==> src/rtl/csr_mfile.sv <==
// Machine-mode CSR file and trap controller: Zicsr accesses, trap entry/mret, M-mode interrupts.
// Optional macro CSR_COUNTERS_EN adds mcycle/minstret and a functional mcountinhibit.
module csr_mfile #(
  parameter int unsigned XLEN        = 32,
  parameter int unsigned HART_ID     = 0,
  parameter logic [63:0] MTVEC_RESET = 64'd0,
  parameter int unsigned EXT_M       = 1,
  parameter int unsigned CAUSE_W     = 5
) (
  input  logic               clk,
  input  logic               n_rst,
  input  logic [11:0]        csr_addr,
  input  logic [1:0]         csr_op,
  input  logic [XLEN-1:0]    csr_wdata,
  output logic [XLEN-1:0]    csr_rdata,
  output logic               csr_illegal,
  input  logic               trap_valid,
  input  logic               trap_is_int,
  input  logic [CAUSE_W-1:0] trap_cause,
  input  logic [XLEN-1:0]    trap_pc,
  input  logic [XLEN-1:0]    trap_tval,
  input  logic               mret,
  input  logic               inst_retire,
  input  logic               irq_ext,
  input  logic               irq_timer,
  input  logic               irq_soft,
  output logic               irq_req,
  output logic [CAUSE_W-1:0] irq_code,
  output logic [XLEN-1:0]    trap_vector,
  output logic [XLEN-1:0]    mepc_out
);

  localparam logic [11:0] A_MSTATUS  = 12'h300;
  localparam logic [11:0] A_MISA     = 12'h301;
  localparam logic [11:0] A_MIE      = 12'h304;
  localparam logic [11:0] A_MTVEC    = 12'h305;
  localparam logic [11:0] A_MCNTINH  = 12'h320;
  localparam logic [11:0] A_MSCRATCH = 12'h340;
  localparam logic [11:0] A_MEPC     = 12'h341;
  localparam logic [11:0] A_MCAUSE   = 12'h342;
  localparam logic [11:0] A_MTVAL    = 12'h343;
  localparam logic [11:0] A_MIP      = 12'h344;
  localparam logic [11:0] A_MVENDOR  = 12'hF11;
  localparam logic [11:0] A_MARCH    = 12'hF12;
  localparam logic [11:0] A_MIMP     = 12'hF13;
  localparam logic [11:0] A_MHART    = 12'hF14;
  localparam logic [11:0] A_MCYCLE   = 12'hB00;
  localparam logic [11:0] A_MINSTRET = 12'hB02;
  localparam logic [11:0] A_MCYCLEH  = 12'hB80;
  localparam logic [11:0] A_MINSTRH  = 12'hB82;

  logic            mie_q, mie_d, mpie_q, mpie_d;
  logic [2:0]      ien_q, ien_d;   // {MEIE, MTIE, MSIE}
  logic [2:0]      ip_q, ip_d;     // {MEIP, MTIP, MSIP}
  logic [XLEN-1:0] mtvec_q, mtvec_d, mscratch_q, mscratch_d;
  logic [XLEN-1:0] mepc_q, mepc_d, mcause_q, mcause_d, mtval_q, mtval_d;
`ifdef CSR_COUNTERS_EN
  logic [63:0]     mcycle_q, mcycle_d, minstret_q, minstret_d, wv64;
  logic            cy_q, cy_d, ir_q, ir_d;
`else
  logic            unused_ok;
  assign unused_ok = inst_retire;
`endif

  logic [XLEN-1:0] rdata_c, wval_c, mstatus_c, misa_c, mie_rd_c, mip_rd_c, base_c;
  logic            hit_c, wr_en_c;
  logic [2:0]      pend_c;

  // Read-only views of packed registers
  always_comb begin
    mstatus_c = '0;
    mstatus_c[12:11] = 2'b11;
    mstatus_c[7] = mpie_q;
    mstatus_c[3] = mie_q;
    misa_c = '0;
    misa_c[XLEN-1:XLEN-2] = (XLEN == 64) ? 2'd2 : 2'd1;
    misa_c[12] = (EXT_M != 0);
    misa_c[8] = 1'b1;
    mie_rd_c = '0;
    mie_rd_c[11] = ien_q[2];
    mie_rd_c[7] = ien_q[1];
    mie_rd_c[3] = ien_q[0];
    mip_rd_c = '0;
    mip_rd_c[11] = ip_q[2];
    mip_rd_c[7] = ip_q[1];
    mip_rd_c[3] = ip_q[0];
  end

  always_comb begin
    hit_c = 1'b1;
    rdata_c = '0;
    case (csr_addr)
      A_MSTATUS:  rdata_c = mstatus_c;
      A_MISA:     rdata_c = misa_c;
      A_MIE:      rdata_c = mie_rd_c;
      A_MTVEC:    rdata_c = mtvec_q;
      A_MSCRATCH: rdata_c = mscratch_q;
      A_MEPC:     rdata_c = mepc_q;
      A_MCAUSE:   rdata_c = mcause_q;
      A_MTVAL:    rdata_c = mtval_q;
      A_MIP:      rdata_c = mip_rd_c;
      A_MVENDOR, A_MARCH, A_MIMP: rdata_c = '0;
      A_MHART:    rdata_c = XLEN'(HART_ID);
`ifdef CSR_COUNTERS_EN
      A_MCNTINH: begin
        rdata_c[0] = cy_q;
        rdata_c[2] = ir_q;
      end
      A_MCYCLE:   rdata_c = XLEN'(mcycle_q);
      A_MINSTRET: rdata_c = XLEN'(minstret_q);
      A_MCYCLEH: begin
        rdata_c = XLEN'(mcycle_q[63:32]);
        hit_c = (XLEN == 32);
      end
      A_MINSTRH: begin
        rdata_c = XLEN'(minstret_q[63:32]);
        hit_c = (XLEN == 32);
      end
`else
      A_MCNTINH:  rdata_c = '0;
`endif
      default:    hit_c = 1'b0;
    endcase
  end

  always_comb begin
    case (csr_op)
      2'b01:   wval_c = csr_wdata;
      2'b10:   wval_c = rdata_c | csr_wdata;
      2'b11:   wval_c = rdata_c & ~csr_wdata;
      default: wval_c = rdata_c;
    endcase
  end

  assign csr_rdata   = rdata_c;
  assign csr_illegal = (csr_op != 2'b00) &&
                       (!hit_c || ((csr_addr[11:10] == 2'b11) && ((csr_op == 2'b01) || (|csr_wdata))));
  assign wr_en_c     = (csr_op != 2'b00) && !csr_illegal && ((csr_op == 2'b01) || (|csr_wdata));

  // Interrupt arbitration: MEI > MSI > MTI
  assign pend_c  = ip_q & ien_q;
  assign irq_req = mie_q & (|pend_c);
  always_comb begin
    if (pend_c[2])      irq_code = CAUSE_W'(11);
    else if (pend_c[0]) irq_code = CAUSE_W'(3);
    else if (pend_c[1]) irq_code = CAUSE_W'(7);
    else                irq_code = '0;
  end

  assign base_c      = {mtvec_q[XLEN-1:2], 2'b00};
  assign trap_vector = ((mtvec_q[1:0] == 2'b01) && trap_is_int) ? base_c + (XLEN'(trap_cause) << 2) : base_c;
  assign mepc_out    = mepc_q;

  // Next state: CSR write, then mret, then trap; later assignments win
  always_comb begin
    mie_d = mie_q;
    mpie_d = mpie_q;
    ien_d = ien_q;
    ip_d = {irq_ext, irq_timer, irq_soft};
    mtvec_d = mtvec_q;
    mscratch_d = mscratch_q;
    mepc_d = mepc_q;
    mcause_d = mcause_q;
    mtval_d = mtval_q;
`ifdef CSR_COUNTERS_EN
    wv64 = 64'(wval_c);
    cy_d = cy_q;
    ir_d = ir_q;
    mcycle_d = cy_q ? mcycle_q : mcycle_q + 64'd1;
    minstret_d = (inst_retire && !ir_q) ? minstret_q + 64'd1 : minstret_q;
`endif
    if (wr_en_c) begin
      case (csr_addr)
        A_MSTATUS: begin
          mie_d = wval_c[3];
          mpie_d = wval_c[7];
        end
        A_MIE:      ien_d = {wval_c[11], wval_c[7], wval_c[3]};
        A_MTVEC:    mtvec_d = {wval_c[XLEN-1:2], wval_c[1] ? mtvec_q[1:0] : wval_c[1:0]};
        A_MSCRATCH: mscratch_d = wval_c;
        A_MEPC:     mepc_d = {wval_c[XLEN-1:2], 2'b00};
        A_MCAUSE:   mcause_d = wval_c;
        A_MTVAL:    mtval_d = wval_c;
`ifdef CSR_COUNTERS_EN
        A_MCNTINH: begin
          cy_d = wval_c[0];
          ir_d = wval_c[2];
        end
        A_MCYCLE:   mcycle_d = (XLEN == 64) ? wv64 : {mcycle_q[63:32], wv64[31:0]};
        A_MINSTRET: minstret_d = (XLEN == 64) ? wv64 : {minstret_q[63:32], wv64[31:0]};
        A_MCYCLEH:  mcycle_d = {wv64[31:0], mcycle_q[31:0]};
        A_MINSTRH:  minstret_d = {wv64[31:0], minstret_q[31:0]};
`endif
        default: ;
      endcase
    end
    if (mret) begin
      mie_d = mpie_q;
      mpie_d = 1'b1;
    end
    if (trap_valid) begin
      mepc_d = {trap_pc[XLEN-1:2], 2'b00};
      mcause_d = {trap_is_int, (XLEN-1)'(trap_cause)};
      mtval_d = trap_tval;
      mpie_d = mie_q;
      mie_d = 1'b0;
    end
  end

  always_ff @(posedge clk) begin
    if (!n_rst) begin
      mie_q <= 1'b0;
      mpie_q <= 1'b0;
      ien_q <= '0;
      ip_q <= '0;
      mtvec_q <= XLEN'(MTVEC_RESET);
      mscratch_q <= '0;
      mepc_q <= '0;
      mcause_q <= '0;
      mtval_q <= '0;
`ifdef CSR_COUNTERS_EN
      mcycle_q <= '0;
      minstret_q <= '0;
      cy_q <= 1'b0;
      ir_q <= 1'b0;
`endif
    end else begin
      mie_q <= mie_d;
      mpie_q <= mpie_d;
      ien_q <= ien_d;
      ip_q <= ip_d;
      mtvec_q <= mtvec_d;
      mscratch_q <= mscratch_d;
      mepc_q <= mepc_d;
      mcause_q <= mcause_d;
      mtval_q <= mtval_d;
`ifdef CSR_COUNTERS_EN
      mcycle_q <= mcycle_d;
      minstret_q <= minstret_d;
      cy_q <= cy_d;
      ir_q <= ir_d;
`endif
    end
  end

endmodule

==> config.mk <==
export PLATFORM = sky130hd
export DESIGN_NAME = csr_mfile
export DESIGN_NICKNAME = d
export VERILOG_FILES = /design/src/rtl/csr_mfile.sv
export SDC_FILE = /design/constraint.sdc
export NUM_CORES = 1
export LEC_CHECK = 0
export BUFFER_PORTS_ARGS = -buffer_cell sky130_fd_sc_hd__buf_2
export CAP_MARGIN = 20
export CORE_AREA = 4 4 133 135
export CTS_CLUSTER_DIAMETER = 40
export DETAILED_ROUTE_END_ITERATION = 16
export DIE_AREA = 0 0 137 139
export PLACE_DENSITY = 0.87
export SETUP_SLACK_MARGIN = 0.02
export SYNTH_ARGS = -nofsm -noshare
export SYNTH_HDL_FRONTEND = slang
export SYNTH_SLANG_ARGS = --single-unit
==> constraint.sdc <==
create_clock -name clk -period 6.3 [get_ports clk]
set_clock_uncertainty 0.2 [all_clocks]
set_input_delay 0.315 -clock clk [delete_from_list [all_inputs] [get_ports clk]]
set_output_delay 0.315 -clock clk [all_outputs]
set_load 0.005 [all_outputs]
==> qor.csv <==
metric,value,unit
run status,finished clean,
Min-Delay Path Depth,4,
post-CTS sizing,0,
wire length per cell,22.6,um
clock buffer count from CTS,17,
post-DP HPWL,23.5,mm
critical path type,register to output pin,
Worst setup EP type,output pin,
input/output buffers,218,
ratio of cells with drive above 1 in the final layout,25.7,%
fin. max-slew vios,0,
Stages on worst setup path,7,
CTS root buffer,clkbuf_16,
Remaining DRCs,0,
met3 Usage GRT,8.09,%
via/cell ratio,6.81,
Post-Route WL,35.7,mm
mapped cell area,0.00966,sq mm
largest net degree at the start of global routing,76,
Clock Latency Late Sink,0.44,ns
grt total ovfl,0,
gpl congestion,0.972,
Tcrit/Tclk final,61.4,%
minimum clock period after layout,3.87,ns
final hold violation count,0,
CTS Hold Bufs,68,
Area Overhead vs Synth,23.5,%
routed via count,10700,
final net count,1469,
M2 GR Usage,55.9,%
met1 GRT Util,46.6,%
"Top cell by count, worst path",nand4_1,
crit path cell chain,"and4_1, nand4_1, nor2_1, nor3b_1, nand4_1, xnor2_1, buf_2",
Mapped Cells,1117,
fmax,259,MHz
Post-Route Setup TNS,0,ns
CTS max path bufs,2,
DRT iter0 DRCs,1340,
Top delay family on crit path,simple AND/OR/NAND/NOR gates,
setup ws final,2.43,ns
Worst path slowest cell,nor3b_1,
async set-or-reset flop fraction in the synthesized netlist,0,%
peak supply drop,205,uV
CTS Sinks,165,
row cnt,47,
number of setup violations in the final report,0,
H-Tree Level Count,4,
sequential fraction of the synthesis area,34.2,%
maxcap violations,0,
Die H,139,um
number of distinct library cells after synthesis,76,
crit-path max FO,7,
Die ar.,0.0190,sq mm
WP buf/inv,1,
core area,0.0165,sq mm
WP data required,5.78,ns
hold slack,0.0119,ns
final instance area,0.0119,sq mm
synth warn,0,
leakage,4.68,nW
#FFs+latches synth,165,
Post-CTS Setup Bufs,0,
Yosys top cell area share,34.2,%
pre-CTS setup slack,2.54,ns
fill count,1253,
vias in the first global route,10200,
Hold Path Class,input port to register,
Post-synth EDFFs,0,
Slew headroom,26.5,%
Worst-path clk slew,0.07,ns
startpoint types,register,
top post-synthesis cells by area,"dfxtp_1, o21ai_0, a21oi_1",
Initial Util,58.7,%
ANT nets after route,0,
num ports,227,
Synth Flop Type,dfxtp_1,
1st-pass router iterations,6,
CTS tree,built,
Worst-Margin Slew,1.10,ns
placed instance area,0.0107,sq mm
global-route wire length before repair,54.4,mm
Total GRT Usage,36.2,%
gr busiest metal,met2,
initial antenna violation count,4,
Die X,137,um
critical path arrival,3.35,ns
depth of the most critical reg-to-reg path,6,
Power per Cell Area,205,mW/mm^2
"area leader, netlist",dfxtp_1,
RSZ-0062 raised after global routing,false,
Mean Syn Cell Area,8.65,sq um
CP peak stage delay,0.87,ns
## power by group
group	internal [mW]	total (mW)	leakage [nW]	switching (mW)
Combinational	0.138	0.333	3.06	0.194
Sequential	1.07	1.09	1.34	0.0179
Clock	0.572	1.03	0.272	0.455
## final timing paths
check / start / end / slack (ns)
min reg2reg: mcause_q[11] / mcause_q[11] / 0.27
max: mtvec_q[13] / trap_vector[29] / 2.43
min: trap_pc[30] / mepc_out[30] / 0.01
max reg2reg: mepc_out[3] / mcause_q[3] / 3.30
## metrics by stage
step                util, %  std cells  total power, mW
floorplan                 -       1121             1.28
global placement       64.8       1472             1.39
detailed placement     64.8       1472             1.40
CTS                    72.4       1572             2.43
global route           72.5       1575             2.51
finish                 72.5       1575             2.45
## flip-flops by register name (all words and copies together), names as in the netlist
name / cells
mtval_q: 32
mtvec_q: 31
mscratch_q: 32
mpie_q: 1
ien_q: 3
mie_q: 1
mepc_out: 30
ip_q: 3
mcause_q: 32
## layer usage
metal  vias up  share of wire (%)
met5         -              0.036
met4         2                5.7
met3       155                 12
met2       792                 45
met1      5065                 36
li1       4717                  -
## logic make-up after synthesis
| kind of cell | synth area share (%) |
|---|---|
| AOI/OAI and AO/OA | 29.4 |
| xor gates and xnor gates | 3.26 |
| adders and majority gates | 0.855 |
| buffers and inverters | 6.13 |
| DFF | 34.2 |
| muxes | 8.83 |
| other | 0.0388 |
| and+or+nand+nor | 17.3 |
## cells in the mapped netlist (all sizes together), types with 3 or more instances
library cell / n
a21oi: 90
a32oi: 12
o21ai: 163
and2: 17
a22oi: 37
nand2: 75
nand2b: 5
dfxtp: 165
xnor2: 23
a21o: 3
mux2i: 20
a31oi: 38
buf: 48
clkbuf: 56
a211oi: 15
nor2b: 3
and4: 5
nand3: 20
ha: 5
nand4: 7
a221oi: 11
o22ai: 18
a22o: 16
a2bb2oi: 4
nor3b: 6
nor3: 13
o211ai: 4
inv: 11
and3: 15
mux4: 17
nor4b: 36
a32o: 11
mux2: 24
nor2: 50
nor4: 27
o311a: 4
or4: 3
clkinv: 3
xor2: 13
## area by class of cell
type | count | area (sq um) | share of cell area, %
clock inverter | 12 | 120 | 1.01
multi-input combinational | 838 | 5820 | 48.7
timing repair buffer | 303 | 1900 | 15.9
sequential | 165 | 3300 | 27.7
antenna | 3 | 7.51 | 0.0629
inverter | 14 | 52.6 | 0.440
tap | 220 | 275 | 2.31
clock buffer | 20 | 457 | 3.83
## worst reg2reg max path: stages, from the launching register on
cell and delay (ns):
dfxtp_1 0.34, mux4_2 0.50, and4_1 0.22, a221oi_1 0.49
a21oi_1 0.16, a211oi_2 0.73, o21ai_0 0.21
## placed cells by master, fill, tap and decap left out, drive strengths merged, types with 5 or more instances in the layout
cell type and n:
buf 235, dfxtp 165, o21ai 163, a21oi 90, nand2 75, dlygate4sd3 68, nor2 50, a31oi 38
a22oi 37, nor4b 36, nor4 27, mux2 24, xnor2 23, nand3 20, mux2i 20, clkbuf 20
o22ai 18, mux4 17, and2 17, a22o 16, and3 15, inv 15, a211oi 15, xor2 13
nor3 13, a32oi 12, a32o 11, a221oi 11, nand4 7, nor3b 6, clkinv 6, and4 5
nand2b 5, ha 5, conb 5
Note: power is estimated with default switching activity, not from simulation.
